===== src/rtl/blink_rate_sequencer.sv =====
// Purpose : LED blink controller; debounced rate buttons, bursts of toggles with dark pauses.
// Latency : button edge -> press event after 2 sync + DEBOUNCE_CYCLES samples; rate lands next cycle
//           in IDLE/PAUSE, or on the next toggle edge in RUN.
// Backpr. : none; outputs are free-running, a pending rate waits for a toggle boundary.
//
// Ports:
//   clk, rst_n    clock, asynchronous active-low reset (release expected synchronous to clk)
//   button[3:0]   raw asynchronous rate buttons, active-high; higher index wins on a tie
//   enable        1 = run the blink sequence, 0 = LED dark and sequencer idle
//   led_out       LED drive
//   rate_sel      active rate index: 0=4Hz 1=2Hz 2=1Hz 3=0.5Hz
//   toggle_pulse  high during the cycle whose closing edge toggles led_out
//   in_pause      high while in the dark pause between bursts
module blink_rate_sequencer #(
  parameter int unsigned CLK_HZ          = 50_000_000,
  parameter int unsigned DEBOUNCE_CYCLES = 1_000_000,
  parameter int unsigned BURST_TOGGLES   = 8,
  parameter int unsigned PAUSE_CYCLES    = 50_000_000,
  parameter int unsigned CNT_W           = 27
) (
  input  logic       clk,
  input  logic       rst_n,
  input  logic [3:0] button,
  input  logic       enable,
  output logic       led_out,
  output logic [1:0] rate_sel,
  output logic       toggle_pulse,
  output logic       in_pause
);

  localparam int unsigned DB_W  = $clog2(DEBOUNCE_CYCLES + 1);
  localparam int unsigned TOG_W = (BURST_TOGGLES > 1) ? $clog2(BURST_TOGGLES + 1) : 1;

  localparam logic [DB_W-1:0]  DB_LAST    = DB_W'(DEBOUNCE_CYCLES - 1);
  localparam logic [TOG_W-1:0] BURST_LAST = TOG_W'((BURST_TOGGLES == 0) ? 0 : BURST_TOGGLES - 1);
  localparam logic [CNT_W-1:0] PAUSE_LAST = CNT_W'(PAUSE_CYCLES - 1);
  localparam logic [CNT_W-1:0] HP_LAST0   = CNT_W'(CLK_HZ / 8 - 1);
  localparam logic [CNT_W-1:0] HP_LAST1   = CNT_W'(CLK_HZ / 4 - 1);
  localparam logic [CNT_W-1:0] HP_LAST2   = CNT_W'(CLK_HZ / 2 - 1);
  localparam logic [CNT_W-1:0] HP_LAST3   = CNT_W'(CLK_HZ - 1);

  typedef enum logic [1:0] {S_IDLE, S_RUN, S_PAUSE} state_t;

  state_t           state, state_nxt;
  logic [3:0]       sync1, sync2;
  logic [3:0]       stable;
  logic [DB_W-1:0]  db_cnt [4];
  logic [3:0]       db_hit;
  logic [3:0]       press_evt;
  logic             press_any;
  logic [1:0]       press_idx;
  logic             pend_vld;
  logic [1:0]       pend_idx;
  logic [CNT_W-1:0] hp_cnt, pause_cnt, hp_last;
  logic [TOG_W-1:0] tog_cnt;
  logic             hp_term, pause_term, burst_end, toggle_fire;

  // Two-flop synchroniser per button.
  always_ff @(posedge clk or negedge rst_n) begin
    if (!rst_n) begin
      sync1 <= '0;
      sync2 <= '0;
    end else begin
      sync1 <= button;
      sync2 <= sync1;
    end
  end

  // A press event fires in the same cycle the stable level is about to go 0->1,
  // so the request register and the stable level update on one edge.
  always_comb begin
    for (int i = 0; i < 4; i++) begin
      db_hit[i]    = (sync2[i] != stable[i]) && (db_cnt[i] == DB_LAST);
      press_evt[i] = db_hit[i] && sync2[i];
    end
  end

  always_ff @(posedge clk or negedge rst_n) begin
    if (!rst_n) begin
      stable <= '0;
      for (int i = 0; i < 4; i++) db_cnt[i] <= '0;
    end else begin
      for (int i = 0; i < 4; i++) begin
        if (sync2[i] == stable[i]) begin
          db_cnt[i] <= '0;
        end else if (db_hit[i]) begin
          db_cnt[i] <= '0;
          stable[i] <= sync2[i];
        end else begin
          db_cnt[i] <= db_cnt[i] + DB_W'(1);
        end
      end
    end
  end

  // Fixed priority: highest button index wins among simultaneous presses.
  always_comb begin
    press_any = |press_evt;
    if (press_evt[3])      press_idx = 2'd3;
    else if (press_evt[2]) press_idx = 2'd2;
    else if (press_evt[1]) press_idx = 2'd1;
    else                   press_idx = 2'd0;
  end

  always_comb begin
    hp_last = HP_LAST2;
    case (rate_sel)
      2'd0:    hp_last = HP_LAST0;
      2'd1:    hp_last = HP_LAST1;
      2'd2:    hp_last = HP_LAST2;
      default: hp_last = HP_LAST3;
    endcase
  end

  assign hp_term     = (hp_cnt == hp_last);
  assign pause_term  = (pause_cnt == PAUSE_LAST);
  assign burst_end   = (BURST_TOGGLES != 0) && (tog_cnt == BURST_LAST);
  // Dropping enable suppresses a toggle that would otherwise land this cycle.
  assign toggle_fire = (state == S_RUN) && enable && hp_term;

  // FSM: state register
  always_ff @(posedge clk or negedge rst_n) begin
    if (!rst_n) state <= S_IDLE;
    else        state <= state_nxt;
  end

  // FSM: next state
  always_comb begin
    state_nxt = state;
    if (!enable) begin
      state_nxt = S_IDLE;
    end else begin
      case (state)
        S_IDLE:  state_nxt = S_RUN;
        S_RUN:   if (toggle_fire && burst_end) state_nxt = S_PAUSE;
        S_PAUSE: if (pause_term) state_nxt = S_RUN;
        default: state_nxt = S_IDLE;
      endcase
    end
  end

  // FSM: outputs
  always_comb begin
    toggle_pulse = toggle_fire;
    in_pause     = (state == S_PAUSE);
  end

  // Counters and LED drive.
  always_ff @(posedge clk or negedge rst_n) begin
    if (!rst_n) begin
      hp_cnt    <= '0;
      pause_cnt <= '0;
      tog_cnt   <= '0;
      led_out   <= 1'b0;
    end else if (!enable || state == S_IDLE) begin
      hp_cnt    <= '0;
      pause_cnt <= '0;
      tog_cnt   <= '0;
      led_out   <= 1'b0;
    end else if (state == S_RUN) begin
      pause_cnt <= '0;
      if (hp_term) begin
        hp_cnt  <= '0;
        led_out <= ~led_out;
        if (burst_end)               tog_cnt <= '0;
        else if (BURST_TOGGLES != 0) tog_cnt <= tog_cnt + TOG_W'(1);
      end else begin
        hp_cnt <= hp_cnt + CNT_W'(1);
      end
    end else begin
      hp_cnt  <= '0;
      led_out <= 1'b0;
      if (pause_term) pause_cnt <= '0;
      else            pause_cnt <= pause_cnt + CNT_W'(1);
    end
  end

  // Rate request: in RUN it waits for a toggle edge so no runt half-period is shown;
  // a press that coincides with a toggle becomes the next pending request.
  always_ff @(posedge clk or negedge rst_n) begin
    if (!rst_n) begin
      rate_sel <= 2'd2;
      pend_vld <= 1'b0;
      pend_idx <= 2'd0;
    end else if (state == S_RUN) begin
      if (toggle_fire && pend_vld) rate_sel <= pend_idx;
      if (press_any) begin
        pend_vld <= 1'b1;
        pend_idx <= press_idx;
      end else if (toggle_fire) begin
        pend_vld <= 1'b0;
      end
    end else begin
      if (press_any)     rate_sel <= press_idx;
      else if (pend_vld) rate_sel <= pend_idx;
      pend_vld <= 1'b0;
    end
  end

endmodule


===== config.mk =====
export PLATFORM = sky130hd
export DESIGN_NAME = blink_rate_sequencer
export DESIGN_NICKNAME = d
export VERILOG_FILES = /design/src/rtl/blink_rate_sequencer.sv
export SDC_FILE = /design/constraint.sdc
export NUM_CORES = 1
export LEC_CHECK = 0
export CORE_MARGIN = 2
export CORE_UTILIZATION = 40
export CTS_CLUSTER_SIZE = 8
export DETAILED_ROUTE_END_ITERATION = 6
export PLACE_DENSITY = 0.65
export REMOVE_ABC_BUFFERS = 1
export SLEW_MARGIN = 15
export SYNTH_ARGS = -nofsm -noshare
export SYNTH_HDL_FRONTEND = slang
export SYNTH_SLANG_ARGS = --single-unit

===== constraint.sdc =====
create_clock -name clk -period 2.8 [get_ports clk]
set_input_delay 0.56 -clock clk [delete_from_list [all_inputs] [get_ports clk]]
set_output_delay 0.56 -clock clk [all_outputs]
set_load 0.01 [all_outputs]

==> flow_metrics.env <==
export IMPL_rows=50
export IMPL_p_comb_share_pct=2.9
export IMPL_dieArea_um2=20400
export IMPL_maxSlewViolCount=0
export IMPL_drive_gt1_share_pct=9.99
export IMPL_vias=5550
export IMPL_drc=0
export IMPL_worst_pin_slew_ns=0.780
export IMPL_max_slew_margin_pct=47.9
export IMPL_crit_slowest_cell="dfstp_2"
export IMPL_r2r_start="rate_sel[1]"
export IMPL_cts_buffers_inserted=17
export IMPL_grtUsageTotal_pct=15.5
export IMPL_worstPathCellList="nor2b_4 -> nand4b_1 -> a222oi_1 -> buf_4 -> nand3_4 -> nor2_2 -> buf_2"
export IMPL_firstDrtPassIters=4
export IMPL_via_per_inst=5.12
export IMPL_syn_area_um2=7700
export IMPL_critPathMaxStageDelay_ns=0.60
export IMPL_gr_total_overflow=0
export IMPL_tritoncts="yes"
export IMPL_ys_seq_elements=158
export IMPL_cp_arrival_ns=2.19
export IMPL_power_switching_mw=1.03
export IMPL_p_sw_share_pct=21.5
export IMPL_path_max_fanout=6
export IMPL_drv_cap=0
export IMPL_cp_start_kind="flop"
export IMPL_synth_async_reset_ratio_pct=100
export IMPL_p_seq_share_pct=48.3
export IMPL_htree_levels=4
export IMPL_clk_pin_slew_worst_paths_ns=0.06
export IMPL_clock_latency_ns=0.42
export IMPL_skew_ns=0.00935
export IMPL_hold_viol=0
export IMPL_grt_pass1_wl_mm=25.4
export IMPL_start_util_pct=41.0
export IMPL_antenna_found_initial=0
export IMPL_cts_sinks=158
export IMPL_dieWidth_um=143
export IMPL_end_kind="output pin"
export IMPL_setup_violations=0
export IMPL_detail_route_antenna_nets=0
export IMPL_dp_hpwl_mm=9.53
export IMPL_wl_per_cell_um=13.4
export IMPL_globalplace_congestion=0.834
export IMPL_ys_warn_count=0
export IMPL_crit_type="reg -> out"
export IMPL_p_per_area_nw_per_um2=539
export IMPL_area_growth_pct=15.9
export IMPL_p_int_mw=3.78
export IMPL_grt_setup_unrepaired="true"
export IMPL_grt_pass1_vias=5355
export IMPL_synth_ff_type="dfrtp_1"
export IMPL_boundaryPins=12
export IMPL_leakagePower_nw=3.85
export IMPL_diodes=0
export IMPL_crit_required_ns=2.24
export IMPL_clockRootBuffer="clkbuf_16"
export IMPL_fmax_mhz=364
export IMPL_drt_iter0_markers=382
export IMPL_synth_yosys_seq_area_share_pct=51.4
export IMPL_ir_worst_vdd_uv=430
export IMPL_final_nets=852
export IMPL_outcome="completed"
export IMPL_p_clk_share_pct=48.8
export IMPL_die_y_um=143
export IMPL_synth_edf_count=0
export IMPL_synth_cell_types=49
export IMPL_min_period_ns=2.75
export IMPL_synth_cells=797
export IMPL_synth_area_per_cell_um2=9.66
export IMPL_clock_path_buffers=2
export IMPL_port_buffers=11
export IMPL_dp_cells=1044
export IMPL_finalNonFillerCells=1085
export IMPL_fin_util_pct=47.5
export IMPL_design_core_area_um2=18800
export IMPL_min_path_type="in -> async"
export IMPL_grt_max_degree=59
export IMPL_wirelength_mm=14.5
export IMPL_crit_start="rate_sel[1]"
export IMPL_fin_crit_sh_pct=98.2
==> cells by family (layout without fill, tap and decap cells) <==
kind of cell | Yosys count | in the layout | share of synthesized area, %
AO/OA/AOI/OAI | 61 | 61 | 4.70
XOR/XNOR | 113 | 113 | 12.9
adder cells (fa/ha/maj) | 7 | 7 | 1.14
buffers and inverters | 28 | 82 | 1.53
flip-flops | 158 | 158 | 51.4
multiplexers | 8 | 8 | 1.14
AND/OR/NAND/NOR | 422 | 422 | 27.3
==> path summary, 6_finish.rpt <==
check / endpoint / slack [ns] / cells past startpoint
worst max-delay path: toggle_pulse / 0.05 / 7
worst min-delay path: hp_cnt[18] / 0.12 / 1
worst max register to register: tog_cnt[3] / 0.25 / 10
worst min register to register: sync2[2] / 0.35 / 0
max in group asynchronous: pause_cnt[17] / 1.94 / 2
min in group clk: sync2[2] / 0.35 / 0
==> final cells by class <==
| cell class | instances | area (um2) |
|---|---|---|
| multi-input combinational | 611 | 3670 |
| tap | 234 | 293 |
| clock buffer | 19 | 443 |
| clock inverter | 13 | 163 |
| inverter | 9 | 33.8 |
| sequential | 158 | 3960 |
| fill | 1754 | 9840 |
| timing repair buffer | 41 | 362 |
==> sequential cells by signal, summed over array words and instances (netlist names) <==
| signal | count |
|---|---|
| db_cnt | 80 |
| hp_cnt | 27 |
| led_out | 1 |
| pause_cnt | 27 |
| pend_idx | 2 |
| pend_vld | 1 |
| rate_sel | 2 |
| stable | 4 |
| state | 2 |
| sync1 | 4 |
| sync2 | 4 |
| tog_cnt | 4 |
==> power by group through the flow <==
stage	clock (mW)	combinational (mW)	sequential [mW]
floorplan	0	0.0516	2.36
global placement	0	0.140	2.37
detailed placement	0	0.139	2.37
CTS	2.42	0.142	2.32
global route	2.52	0.161	2.33
finish	2.35	0.137	2.33
==> repair_timing <==
item	4_1_cts	5_1_grt
gates resized for setup	9	11
hold buffers	0	0
pin swaps	2	2
buffers inserted	5	4
endpoints found under the hold margin	0	0
setup endpoints to repair	1	1
==> layer usage <==
metal	wire [um]	track usage [%]	vias to the layer above
li1	-	-	2820
met1	7360	21.6	2678
met2	6710	24.1	37
met3	311	3.76	15
met4	155	4.53	0
met5	0	0	-
==> placed cells by master (no fill, tap or decap), drive strengths merged, types with 20 or more instances in the layout <==
cell type,instances
dfrtp,157
nor2,144
xor2,74
nand2,67
nand3,60
and3,42
xnor2,39
buf,31
o21ai,22
a21oi,20
clkbuf,20
==> metrics by stage <==
stage	power (mW)	setup TNS, ns	setup WS [ns]	cell area (um2)	hold slack, ns
floorplan	2.42	0	0.389	7620	0.264
detailed placement	2.51	0	0.0201	8200	0.336
finish	4.81	0	0.0505	8920	0.122
global placement	2.51	0	0.0226	8200	0.334
CTS	4.88	0	0.0326	8850	0.125
global route	5.00	-0.0753	-0.0753	8920	0.156
==> critical path: cells and delay by family (launching register included) <==
kind	cells	cell delay, ns
and+or+nand+nor	4	0.45
DFF	1	0.60
buffers and inverters	2	0.32
AOI/OAI and AO/OA	1	0.39
==> Yosys cell counts, drive strengths merged (4+ instances only) <==
cell    instances  area share, %
inv             9           0.44
nor4b           4           0.54
nor4           10           0.81
or3            17            1.4
nor2          144            7.0
o21ai          22            1.4
dfrtp         157             51
buf             5           0.41
and4            6           0.68
and2            5           0.41
clkbuf         14           0.68
xor2           74            8.4
a21oi          20            1.3
nor2b          13            1.1
ha              7            1.1
nor3           12           0.78
nand4          19            1.5
xnor2          39            4.4
nand2          67            3.3
mux2            6           0.88
nand2b          5           0.41
and3           42            3.4
nand3          60            4.0
No activity file was read; power rests on OpenSTA's default activity.
